[config.mk]
export PLATFORM = sky130hd
export DESIGN_NAME = neuron_ram_burst_reader
export DESIGN_NICKNAME = d
export VERILOG_FILES = /design/src/rtl/neuron_ram_burst_reader.sv
export SDC_FILE = /design/constraint.sdc
export NUM_CORES = 1
export LEC_CHECK = 0
export ABC_AREA = 1
export CAP_MARGIN = 25
export CORE_MARGIN = 2
export CORE_UTILIZATION = 59
export CTS_BUF_LIST = sky130_fd_sc_hd__clkbuf_8
export DETAILED_ROUTE_END_ITERATION = 10
export PLACE_DENSITY = 0.91
export SYNTH_ARGS = -nofsm -noshare
export SYNTH_HDL_FRONTEND = slang
export SYNTH_SLANG_ARGS = --single-unit
[constraint.sdc]
create_clock -name clk -period 5.02 [get_ports clk]
set_input_delay 1.004 -clock clk [delete_from_list [all_inputs] [get_ports clk]]
set_output_delay 1.004 -clock clk [all_outputs]
set_load 0.1 [all_outputs]
[src/rtl/neuron_ram_burst_reader.sv]
// neuron_ram_burst_reader: burst read engine from the weight RAM read port to a valid/ready stream.
// Optional running checksum of streamed bytes when NEURON_READER_CHECKSUM_EN is defined.
module neuron_ram_burst_reader #(
  parameter int DATA_W     = 8,
  parameter int ADDR_W     = 8,
  parameter int FIFO_DEPTH = 2
) (
  input  logic              clk,
  input  logic              rst_n,
  input  logic              start,
  input  logic [ADDR_W-1:0] base_addr,
  input  logic [ADDR_W:0]   length,
  output logic              busy,
  output logic              done,
  output logic [ADDR_W-1:0] ram_read_address,
  output logic              ram_oe,
  input  logic [DATA_W-1:0] ram_read_data,
  output logic [DATA_W-1:0] m_data,
  output logic              m_valid,
  input  logic              m_ready,
  output logic              m_last
`ifdef NEURON_READER_CHECKSUM_EN
  ,
  output logic [DATA_W+ADDR_W-1:0] checksum
`endif
);
  localparam int PW = $clog2(FIFO_DEPTH);
  localparam int CW = PW + 1;
  typedef enum logic [1:0] {IDLE, READ, DRAIN} state_t;
  state_t state, state_n;
  logic [ADDR_W:0] remaining;
  logic [ADDR_W-1:0] next_addr, last_addr;
  logic pend, pend_last, issue, pop, accept, fin, last_issue;
  logic [DATA_W-1:0] mem_d [FIFO_DEPTH];
  logic mem_l [FIFO_DEPTH];
  logic [PW-1:0] wp, rp;
  logic [CW-1:0] count;
  assign busy = state != IDLE;
  assign accept = start && state == IDLE;
  assign m_valid = count != '0;
  assign m_data = mem_d[rp];
  assign m_last = m_valid && mem_l[rp];
  assign pop = m_valid && m_ready;
  assign fin = pop && m_last;
  // Credit counts the word leaving this cycle so a full pipeline sustains one word per cycle.
  assign issue = state == READ && (count + CW'(pend) - CW'(pop)) < CW'(FIFO_DEPTH);
  assign last_issue = issue && remaining == (ADDR_W+1)'(1);
  assign ram_oe = issue;
  assign ram_read_address = issue ? next_addr : last_addr;
  always_comb begin
    state_n = state;
    if (state == IDLE && start && length != '0) state_n = READ;
    if (state == READ && last_issue) state_n = DRAIN;
    if (state == DRAIN && fin) state_n = IDLE;
  end
  always_ff @(posedge clk or negedge rst_n) begin
    if (!rst_n) begin
      state <= IDLE;
      done <= 1'b0;
      remaining <= '0;
      next_addr <= '0;
      last_addr <= '0;
      pend <= 1'b0;
      pend_last <= 1'b0;
      wp <= '0;
      rp <= '0;
      count <= '0;
      for (int i = 0; i < FIFO_DEPTH; i++) begin
        mem_d[i] <= '0;
        mem_l[i] <= 1'b0;
      end
    end else begin
      state <= state_n;
      done <= (accept && length == '0) || fin;
      if (accept) begin
        next_addr <= base_addr;
        remaining <= length;
      end else if (issue) begin
        next_addr <= next_addr + ADDR_W'(1);
        last_addr <= next_addr;
        remaining <= remaining - (ADDR_W+1)'(1);
      end
      pend <= issue;
      pend_last <= last_issue;
      if (pend) begin
        mem_d[wp] <= ram_read_data;
        mem_l[wp] <= pend_last;
        wp <= wp + PW'(1);
      end
      if (pop) rp <= rp + PW'(1);
      count <= count + CW'(pend) - CW'(pop);
    end
  end
`ifdef NEURON_READER_CHECKSUM_EN
  always_ff @(posedge clk or negedge rst_n) begin
    if (!rst_n) checksum <= '0;
    else if (accept) checksum <= '0;
    else if (pop) checksum <= checksum + (DATA_W+ADDR_W)'(m_data);
  end
`endif
endmodule

==> reports/metrics.csv <==
stage,metric,value,unit
detailed_routing,drcViolationCount,0,
placement,place_inst,466,
clock_network,path_clk_slew,0.09,ns
layout,area_growth,21.3,%
clock_network,cts_made_buffers,5,
timing,fin_crit_sh,83.0,%
hold_path,worst_hold_path_type,reg2reg,
timing,fmax,240,MHz
worst_setup_path,cp-end-kind,primary output,
global_routing,antenna_found_initial,0,
floorplan,num_io_pins,50,
worst_setup_path,path_cells,"clkdlybuf4s50_1, nand2_1, inv_1, ha_1, inv_1, ha_1, inv_1, nand2_2, nand3_4, o21ai_0, buf_4",
floorplan,die_y,72.5,um
clock_network,cts_sinks,52,
worst_setup_path,r2r_start,count[1],
logic_synthesis,synthesis.area,0.00277,mm^2
placement,preCtsSetupSlack,0.855,ns
timing,hold_violations,0,
timing,slew_headroom,34.5,%
timing,setup_viol,0,
worst_setup_path,cp.required,4.02,ns
status,status,"finished, final reports clean",
worst_setup_path,worstPathMaxFanout,31,
detailed_routing,vias,2560,
logic_synthesis,synth_largest_area_cell,dfrtp_1,
clock_network,holdBufCountCts,0,
power,ir_drop,272,uV
hold_path,min_from,last_addr[0],
logic_synthesis,synth-edff-count,0,
placement,port_buffers,49,
logic_synthesis,synth_commonest_cells,"nand2_1, dfrtp_1, inv_1, o21ai_0, nand3_1",
logic_synthesis,ys_seq_area_share,47.0,%
clock_network,cts-root-buf,clkbuf_8,
global_routing,grt_max_degree,53,
clock_network,clock_path_buffers,2,
global_routing,grt_remaining_overflow,0,
worst_setup_path,max_stage_delay,0.42,ns
timing,rsz0062_at_grt,no,
floorplan,initial_core_util,62.3,%
worst_setup_path,slowest_stage,clkdlybuf4s50_1,
floorplan,core,0.00444,mm^2
worst_setup_path,path_buf_inv,5,
clock_network,post-cts-setup-buffer-count,0,
worst_setup_path,crit_cells,11,
worst_setup_path,ff2ff_path_depth,14,
clock_network,cts-resized-gates,0,
floorplan,fp.dieArea,0.00526,mm^2
logic_synthesis,syn_inst,375,
layout,finalNonFillerCells,473,
detailed_routing,first_pass_iters,5,
timing,worst_slew_pin_slew,0.979,ns
worst_setup_path,startpoint,m_ready,
worst_setup_path,cp_top_family,buffers and inverters,
power,powerDensity,386,mW/mm^2
detailed_routing,ant_nets,0,
worst_setup_path,crit_type,in2out,
logic_synthesis,synth_area_per_cell,7.38,um^2
clock_network,cts_tree,done,
placement,dp_hpwl,4450,um
worst_setup_path,worstPathArrival,3.16,ns
timing,period_minus_slack,4.17,ns
worst_setup_path,crit_path_start_kind,input pin,
logic_synthesis,ys_ff_latch,52,
logic_synthesis,yosysUniqueCellTypes,27,
timing,drv_slew,0,
global_routing,grt_pass1_vias,2400,
layout,drive_gt1_share,7.36,%
logic_synthesis,synth_nets,409,
detailed_routing,drt_first_iter_violations,233,
detailed_routing,routedWlPerCell,13.3,um
detailed_routing,vias_per_cell,5.41,
floorplan,num_rows,24,
logic_synthesis,synth.area.top_cells,"dfrtp_1, nand2_1, o21ai_0",
floorplan,die_w,72.5,um
timing,fin_skew,0.00697,ns
worst_setup_path,crit_top_cell,inv_1,
detailed_routing,wirelength,6280,um
global_routing,grt_use_total,26.3,%
layout,antennaDiodeCount,0,
clock_network,h-tree-depth,2,
clock_network,clock_latency,0.31,ns
logic_synthesis,ys_dominant_reg_cell,dfrtp_1,
logic_synthesis,ys_async_sr_fraction,100,%
hold_path,min_path_cells,2,
placement,gp_congestion,0.827,
layout,fin_nets,455,
timing,setup_slack,0.854,ns
power,p_leak,1.79,nW
power,total_power,1.30,mW
logic_synthesis,yosysWarnings,0,
global_routing,grt_first_pass_wirelength,10700,um
logic_synthesis,yosysMostFrequentCell,nand2_1,
run,drv_cap,0,
logic_synthesis,synth_top_area_share,47.0,%
==> registers in the layout, indices dropped and copies added (netlist names) <==
signal	flops
mem_d	16
remaining	9
last_addr	8
next_addr	8
count	2
mem_l	2
state	2
done	1
pend	1
pend_last	1
rp	1
wp	1
==> layout make-up <==
type	count	area, um^2
Sequential cell	52	1300
Multi-Input combinational cell	267	1220
Fill cell	337	1080
Timing Repair Buffer	50	470
Inverter	45	176
Clock buffer	5	68.8
Tap cell	52	65.1
Clock inverter	2	60.1
==> path summary, 6_finish.rpt <==
kind / slack (ns) / end
worst max-delay path: 0.85 / ram_read_address[2]
worst min-delay path: 0.48 / last_addr[0]
worst max register to register: 2.50 / remaining[4]
worst min register to register: 0.48 / last_addr[0]
max in group asynchronous: 3.79 / rp
min in group asynchronous: 0.79 / mem_d[13]
==> power by group <==
part | switching (mW) | total [mW] | internal (mW)
Combinational | 0.387 | 0.508 | 0.121
Sequential | 0.0205 | 0.452 | 0.431
Clock | 0.141 | 0.338 | 0.196
==> tightest hold or removal path: stages, from the launching register on <==
cell     delay (ns)
dfrtp_1        0.33
nand2_1        0.06
o21ai_0        0.06
==> layout by cell type, fill, tap and decap left out, types with 2 or more instances in the layout <==
| cell | instances |
|---|---|
| inv_4 | 3 |
| dfrtp_1 | 52 |
| clkbuf_8 | 5 |
| nor2_1 | 19 |
| clkdlybuf4s50_1 | 39 |
| nand2_1 | 143 |
| o21ai_1 | 8 |
| or2_2 | 3 |
| bufinv_16 | 2 |
| nand3_1 | 31 |
| nor2_2 | 2 |
| o21ai_0 | 41 |
| ha_1 | 5 |
| nand4_1 | 4 |
| a21oi_1 | 2 |
| buf_4 | 10 |
| nand2_2 | 2 |
| inv_1 | 41 |
==> routing by layer <==
layer	global-route usage, %	wire [um]	vias to the layer above
met2	41.8	2990	119
met4	11.5	144	0
li1	-	-	1266
met3	5.69	426	18
met5	0	0	-
met1	35.0	2720	1157
==> metrics by stage <==
| stage | setup TNS (ns) | hold WS, ns | instance area [um^2] | util (%) |
|---|---|---|---|---|
| global route | 0 | 0.509 | 3360 | 75.6 |
| floorplan | -1.79 | 0.443 | 2770 | - |
| detailed placement | 0 | 0.467 | 3230 | 72.7 |
| global placement | 0 | 0.466 | 3230 | 72.7 |
| finish | 0 | 0.484 | 3360 | 75.6 |
| CTS | 0 | 0.487 | 3360 | 75.6 |
==> kinds of logic (layout without fill, tap and decap cells) <==
logic type                 count (synthesis)  count (layout)  share of synthesized area [%]
buffers and inverters                     56             102                           9.04
and+or+nand+nor                          209             209                           31.9
AOI/OAI and AO/OA                         51              51                           9.22
xor gates and xnor gates                   2               2                          0.633
adders and majority gates                  5               5                           2.26
DFF                                       52              52                           47.0
Power figures use the tool's default switching activity.
